$ cat src/rtl/game_state_poller.sv
// game_state_poller: round-robin poller keeping a FIELD_W-bit shadow of NUM_CH memory-mapped words
// Ports: clk/reset (sync, active-high); enable runs sweeps; freeze performs reads without updating
// shadows; ch_mask selects channels (latched at sweep start); mem_addr/mem_re/mem_rdata form the
// synchronous read port; fields holds the shadows; changed pulses per updated channel; sweep_done
// pulses after the last enabled channel; busy is high outside IDLE.
module game_state_poller #(
    parameter int              NUM_CH     = 4,
    parameter int              ADDR_W     = 32,
    parameter int              DATA_W     = 32,
    parameter int              FIELD_W    = 2,
    parameter int              RD_LATENCY = 1,
    parameter logic [ADDR_W-1:0] BASE_ADDR = 'h3000,
    parameter logic [ADDR_W-1:0] STRIDE    = 'h1000
) (
    input  logic                      clk,
    input  logic                      reset,
    input  logic                      enable,
    input  logic                      freeze,
    input  logic [NUM_CH-1:0]         ch_mask,
    output logic [ADDR_W-1:0]         mem_addr,
    output logic                      mem_re,
    input  logic [DATA_W-1:0]         mem_rdata,
    output logic [NUM_CH*FIELD_W-1:0] fields,
    output logic [NUM_CH-1:0]         changed,
    output logic                      sweep_done,
    output logic                      busy
);
    localparam int CW    = NUM_CH > 1 ? $clog2(NUM_CH) : 1;
    localparam int WLAST = RD_LATENCY > 1 ? RD_LATENCY - 2 : 0;

    typedef enum logic [1:0] {IDLE, ISSUE, WAIT, CAPTURE} state_t;
    state_t state, state_nx;

    logic [NUM_CH-1:0] mask_q;
    logic [CW-1:0]     ch, first_ch, next_ch;
    logic              first_ok, next_ok;
    logic [1:0]        wcnt;
    logic              unused_bits;

    assign unused_bits = ^mem_rdata;

    // Lowest set bit of the live mask (sweep start) and next set bit above ch in the latched mask.
    always_comb begin
        first_ch = '0;
        first_ok = 1'b0;
        next_ch  = '0;
        next_ok  = 1'b0;
        for (int i = NUM_CH - 1; i >= 0; i--) begin
            if (ch_mask[i]) begin
                first_ch = CW'(i);
                first_ok = 1'b1;
            end
            if (mask_q[i] && i > int'(ch)) begin
                next_ch = CW'(i);
                next_ok = 1'b1;
            end
        end
    end

    always_ff @(posedge clk) begin
        if (reset) state <= IDLE;
        else       state <= state_nx;
    end

    always_comb begin
        state_nx = state;
        case (state)
            IDLE:    state_nx = enable && first_ok ? ISSUE : IDLE;
            ISSUE:   state_nx = RD_LATENCY > 1 ? WAIT : CAPTURE;
            WAIT:    state_nx = wcnt == 2'(WLAST) ? CAPTURE : WAIT;
            CAPTURE: state_nx = enable && next_ok ? ISSUE : IDLE;
            default: state_nx = IDLE;
        endcase
    end

    always_comb begin
        mem_re   = state == ISSUE;
        busy     = state != IDLE;
        mem_addr = BASE_ADDR + ADDR_W'(ch) * STRIDE;
    end

    always_ff @(posedge clk) begin
        if (reset) begin
            mask_q     <= '0;
            ch         <= '0;
            wcnt       <= '0;
            fields     <= '0;
            changed    <= '0;
            sweep_done <= 1'b0;
        end else begin
            changed    <= '0;
            sweep_done <= 1'b0;
            wcnt       <= state == WAIT && state_nx == WAIT ? wcnt + 2'd1 : 2'd0;
            if (state == IDLE && state_nx == ISSUE) begin
                mask_q <= ch_mask;
                ch     <= first_ch;
            end
            if (state == CAPTURE) begin
                if (!freeze) begin
                    fields[ch*FIELD_W +: FIELD_W] <= mem_rdata[FIELD_W-1:0];
                    changed[ch] <= fields[ch*FIELD_W +: FIELD_W] != mem_rdata[FIELD_W-1:0];
                end
                if (state_nx == ISSUE) ch <= next_ch;
                // Dropping enable abandons the sweep, so no completion pulse then.
                sweep_done <= enable && !next_ok;
            end
        end
    end
endmodule
$ cat config.mk
export PLATFORM = sky130hd
export DESIGN_NAME = game_state_poller
export DESIGN_NICKNAME = d
export VERILOG_FILES = /design/src/rtl/game_state_poller.sv
export SDC_FILE = /design/constraint.sdc
export NUM_CORES = 1
export LEC_CHECK = 0
export BUFFER_PORTS_ARGS = -buffer_cell sky130_fd_sc_hd__buf_4
export CAP_MARGIN = 5
export CORE_ASPECT_RATIO = 1.2
export CORE_MARGIN = 3
export CORE_UTILIZATION = 46
export CTS_CLUSTER_DIAMETER = 100
export DETAILED_ROUTE_END_ITERATION = 10
export PLACE_DENSITY = 0.89
export SETUP_SLACK_MARGIN = 0.02
export SLEW_MARGIN = 30
export SYNTH_ARGS = -nofsm -noshare
export SYNTH_HDL_FRONTEND = slang
export SYNTH_SLANG_ARGS = --single-unit
$ cat constraint.sdc
create_clock -name clk -period 5.8 [get_ports clk]
set_input_delay 0.58 -clock clk [delete_from_list [all_inputs] [get_ports clk]]
set_output_delay 0.58 -clock clk [all_outputs]
set_load 0.02 [all_outputs]
# Word level (Yosys, flattened, before mapping)
# Cells that the tools add are included.
[totals] register_bits=23 inputBits=40 out_inout_bits=47 word_cells=69
[classes] addsub=3 order_cmp=5 eq_ne=6 shift=3 muxes=24 bitwise_logic=4 reduce_logical=17
[op_table] operator="$neg 3->34" count=1
[op_table] operator="$shift 2x34->8 const A" count=1
[op_table] operator="$shiftx 2x34->8" count=1
[op_table] operator="$mux 2" count=10
[op_table] operator="$add 14x14->15 const A" count=1
[op_table] operator="$mux 1" count=11
[op_table] operator="$logic_and 1x1->1" count=9
[op_table] operator="$bwmux 8" count=1
[op_table] operator="$pmux 2 s4" count=1
[op_table] operator="$shiftx 8x4->2" count=1
[op_table] operator="$eq 2x2->1 const B" count=3
[op_table] operator="$and 4x4->4" count=1
[op_table] operator="$eq 2x1->1 const B" count=2
[op_table] operator="$gt 2x2->1 const A" count=2
[op_table] operator="$logic_not 2->1" count=2
[op_table] operator="$reduce_or 2->1" count=2
[op_table] operator="$lt 2x3->1 const B" count=1
[op_table] operator="$not 1->1" count=3
[op_table] operator="$reduce_or 3->1" count=1
[op_table] operator="$add 2x1->2 const B" count=1
[op_table] operator="$demux 1 s2" count=1
[op_table] operator="$ge 2x1->1 const B" count=1
[op_table] operator="$gt 1x2->1 const A" count=1
[op_table] operator="$ne 2x2->1" count=1
[op_table] operator="other kinds (3)" count=3

# Depth between registers and ports, before layout
[logic_depth] ltp_word=13 ltp_mapped=7 ltp_nobuf=6

# Worst setup path before layout
# OpenSTA, ideal clock, no wires.
[synth_timing] path_kind="reg-to-reg" start="register ch[0]" end="register mask_q[1]" setup_ps=72 arrival_ps=2010 slack_ps=3718 stages_incl_launch_ff=8 n_path_buf=1 synth_period_minus_slack_ps=2082 path_cell_list="dfxtp_1 > inv_1 > ha_1 > or3b_2 > nand4_1 > and3_1 > buf_2 > mux2i_1"
[synth_between] elab_chain_len=10
[synth_lines] element="start, declared" line_no="35" rtl="logic [CW-1:0] ch, first_ch, next_ch;"
[synth_lines] element="start signal, assigned" line_no="96" rtl="ch <= first_ch;"
[synth_lines] element="start signal, assigned" line_no="103" rtl="if (state_nx == ISSUE) ch <= next_ch;"
[synth_lines] element="$gt 2x2->1" line_no="53" rtl="if (mask_q[i] && i > int'(ch)) begin"
[synth_lines] element="$logic_and 1x1->1" line_no="53"
[synth_lines] element="$mux 1 (2 in series)" line_no="53"
[synth_lines] element="$mux 1 *" line_no="53"
[synth_lines] element="$logic_and 1x1->1 *" line_no="71" rtl="CAPTURE: state_nx = enable && next_ok ? ISSUE : IDLE;"
[synth_lines] element="$mux 1 *" line_no="71"
[synth_lines] element="$pmux 2 s4 *" line_no="67" rtl="case (state)"
[synth_lines] element="$eq 2x1->1 *" line_no="94" rtl="if (state == IDLE && state_nx == ISSUE) begin"
[synth_lines] element="$logic_and 1x1->1 *" line_no="94"
[synth_lines] element="end signal, assigned" line_no="95" rtl="mask_q <= ch_mask;"
[synth_lines] element="end, declared" line_no="34" rtl="logic [NUM_CH-1:0] mask_q;"
# Mark *: on every way between the ends. The rest lies on a longest branch, timed or not.
# A chain may end at the register's enable or synchronous reset.

# Worst setup path in the final report
[layout_timing] start="register ch[0]" end="output mem_addr[13]"
[layout_between] elab_chain_len=1
[layout_lines] element="$add 14x14->15" line_no="79" rtl="mem_addr = BASE_ADDR + ADDR_W'(ch) * STRIDE;"
[layout_lines] element="end, declared" line_no="20" rtl="output logic [ADDR_W-1:0] mem_addr,"
# Every way passes these cells.

==> impl_metrics.tcl <==
set metrics [dict create \
    status "finished, final reports clean" \
    die-area_mm2 0.00379 \
    clock_sinks 22 \
    total_power_mw 0.392 \
    ys.flop_type "dfxtp_1" \
    whs_endpoint "fields[0]$_SDFFE_PP0P_" \
    setup_viol 0 \
    yosys_warnings 0 \
    routabilityCongestion 0.849 \
    worstPathMaxFanout 10 \
    tns_ns 0 \
    vias 1081 \
    drt_iter0_drc 17 \
    core_area_mm2 0.00286 \
    r2r_cells 6 \
    synth.most_common_cell "buf_4" \
    power_leakage_nw 0.724 \
    crit_required_ns 5.22 \
    crit_family "flip-flops" \
    min_path_type "reg -> reg" \
    synth_edf_count 0 \
    rows 21 \
    peakVddDrop_v 0.000148 \
    yosysSeqAreaShare 0.311 \
    max_freq_ghz 0.421 \
    path_cells "inv_1, ha_1, inv_1, buf_4" \
    ys_seq_elements 22 \
    synth_top_cell_by_area "dfxtp_1" \
    crit_slowest_cell "dfxtp_1" \
    clk_pin_slew_ns 0.13 \
    synth_area_leaders "dfxtp_1 31%, buf_4 15%, ha_1 11%" \
    whs_path_depth 2 \
    postCtsSetupRepairBufs 0 \
    antenna_cells 0 \
    io_pins 87 \
    ys_types 35 \
    cp_data_arrival_time_ns 1.79 \
    port_buffers 27 \
    synthTopCellsByCount "29 x buf_4, 22 x dfxtp_1, 13 x ha_1, 11 x inv_1, 11 x nand2_1" \
    syn2layout_area_growth_pct 10.8 \
    clock_skew_ns 0.00739 \
    min_from "fields[0]$_SDFFE_PP0P_" \
    drt-wirelength-per-cell_um 12.4 \
    wl_mm 2.71 \
    cts_tree "yes" \
    die_w_um 56.7 \
    remaining_drc_errors 0 \
    cts_root_buffer "clkbuf_4" \
    dr.pass1.iters 4 \
    cts.hold.buffers_added 0 \
    clk_latency_ns 0.32 \
    grt_overflow_total 0 \
    ant_nets 0 \
    postSynth.asyncResetShare 0 \
    fin_crit_ns 2.37 \
    path_buf_inv 3 \
    syn_area_mm2 0.00142 \
    max_stage_delay_ns 0.57 \
    drv_slew 0 \
    drive_above_1_share 0.190 \
    grt_max_degree 21 \
    fin_nets 238 \
    syn_inst 158 \
    cp-end-kind "primary output" \
    cap_violations 0 \
    avgSynthCellArea_um2 8.97 \
    rsz0062_at_grt "no" \
    htreeDepth 1 \
    grt_pass1_wl_mm 4.15 \
    grt_pass1_vias 982 \
    cts_buffer_depth 2 \
    cts_made_buffers 3 \
    antenna_found_initial 0 \
    die_h_um 66.8 \
    grt.total_usage 0.140 \
    path_common_cell "inv_1" \
    cellPowerDensity_mw_per_mm2 250 \
    vias_per_cell 4.96 \
    dp_hpwl_mm 2.07 \
    crit_type "reg -> out" \
    start_kind "flip-flop" \
    cts_resized 0 \
    r2r_slack_ns 3.48 \
    start_util 0.495 \
    hold_viol 0 \
    fin_crit_sh 0.409 \
    r2r-end "mask_q[2]$_SDFFE_PP0N_" \
    r2r-start "ch[0]$_SDFF_PP0_" \
    synth.top_cell.area_share 0.311 \
]
==> worst max path at each step <==
| stage | slack [ns] | start | depth (start not counted) | end |
|---|---|---|---|---|
| 6_report | 3.43 | ch[0]$_SDFF_PP0_ | 4 | mem_addr[13] |
| 2_1_floorplan | 3.72 | ch[0]$_SDFF_PP0_ | 7 | mask_q[1]$_SDFFE_PP0N_ |
| 3_5_place_dp | 3.52 | ch[0]$_SDFF_PP0_ | 6 | mask_q[2]$_SDFFE_PP0N_ |
| 3_3_place_gp | 3.56 | ch[0]$_SDFF_PP0_ | 6 | mask_q[3]$_SDFFE_PP0N_ |
| 4_1_cts | 3.41 | ch[0]$_SDFF_PP0_ | 4 | mem_addr[13] |
| 5_1_grt | 3.31 | ch[0]$_SDFF_PP0_ | 4 | mem_addr[13] |
==> cells by family (layout without fill, tap and decap cells) <==
family | count (synthesis) | after routing | share of synthesized area
compound gates | 20 | 20 | 0.105
xor+xnor | 2 | 2 | 0.0124
fa+ha+maj | 13 | 13 | 0.115
buf+inv | 44 | 42 | 0.194
flops | 22 | 22 | 0.311
mux | 5 | 5 | 0.0583
other cells | 1 | 29 | 0.00265
simple gates | 51 | 51 | 0.202
==> cell type report <==
| type | count | area [um^2] |
|---|---|---|
| well taps | 34 | 42.5 |
| clock buffers | 4 | 36.3 |
| repair buffers | 27 | 203 |
| flip-flops and latches | 22 | 440 |
| fillers | 277 | 1290 |
| multi-input cells | 120 | 807 |
| inverters | 11 | 41.3 |
==> worst reg2reg max path: stages, from the launching register on <==
cell and delay (ns):
dfxtp_1 0.57, inv_1 0.24, ha_1 0.28, or3b_2 0.46, nand4_1 0.17, and3_1 0.32
mux2i_1 0.22
==> through the flow <==
| stage | hold slack [ns] | instances | area, um^2 | utilization | setup slack [ns] |
|---|---|---|---|---|---|
| after floorplan | 0.450 | 186 | 1520 | - | 3.72 |
| after global placement | 0.465 | 214 | 1530 | 0.536 | 3.56 |
| after detailed placement | 0.466 | 214 | 1530 | 0.536 | 3.52 |
| after CTS | 0.483 | 218 | 1570 | 0.548 | 3.41 |
| after global routing | 0.505 | 218 | 1570 | 0.548 | 3.31 |
| final | 0.484 | 218 | 1570 | 0.548 | 3.43 |
==> layer usage <==
| layer | share of wire | routed length [um] | vias to the layer above | global-route usage |
|---|---|---|---|---|
| li1 | - | - | 529 | - |
| met1 | 0.40 | 1100 | 504 | 0.156 |
| met2 | 0.51 | 1380 | 41 | 0.249 |
| met3 | 0.065 | 176 | 7 | 0.0233 |
| met4 | 0.020 | 55 | 0 | 0.0861 |
| met5 | 0 | 0 | - | 0 |
==> registers in the layout (all words and copies together), names as in the netlist <==
signal,count
fields,8
changed,4
mask_q,3
ch,2
state,2
wcnt,2
sweep_done,1
==> cells in the final DEF, fill, tap and decap left out, types with 2 or more instances in the layout <==
cell type / netlist / final
and2_1: 5 / 5
a21oi_1: 6 / 6
a22oi_1: 5 / 5
conb_1: 1 / 29
and3_1: 3 / 3
xnor2_1: 2 / 2
mux2i_1: 3 / 3
nand2_1: 11 / 11
dfxtp_1: 22 / 22
nand2b_1: 8 / 8
nor3b_1: 3 / 3
mux4_1: 2 / 2
inv_1: 11 / 11
nor2_1: 7 / 7
clkbuf_4: 0 / 3
buf_4: 29 / 27
nor2b_1: 2 / 2
ha_1: 13 / 13
nor4_1: 3 / 3
nand3b_1: 4 / 4
==> where the power goes <==
part           internal (mW)  switching [mW]
registers              0.161          0.0106
clock network         0.0384          0.0485
logic                 0.0515          0.0827
total                  0.251           0.142
No activity file was read; power rests on OpenSTA's default activity.
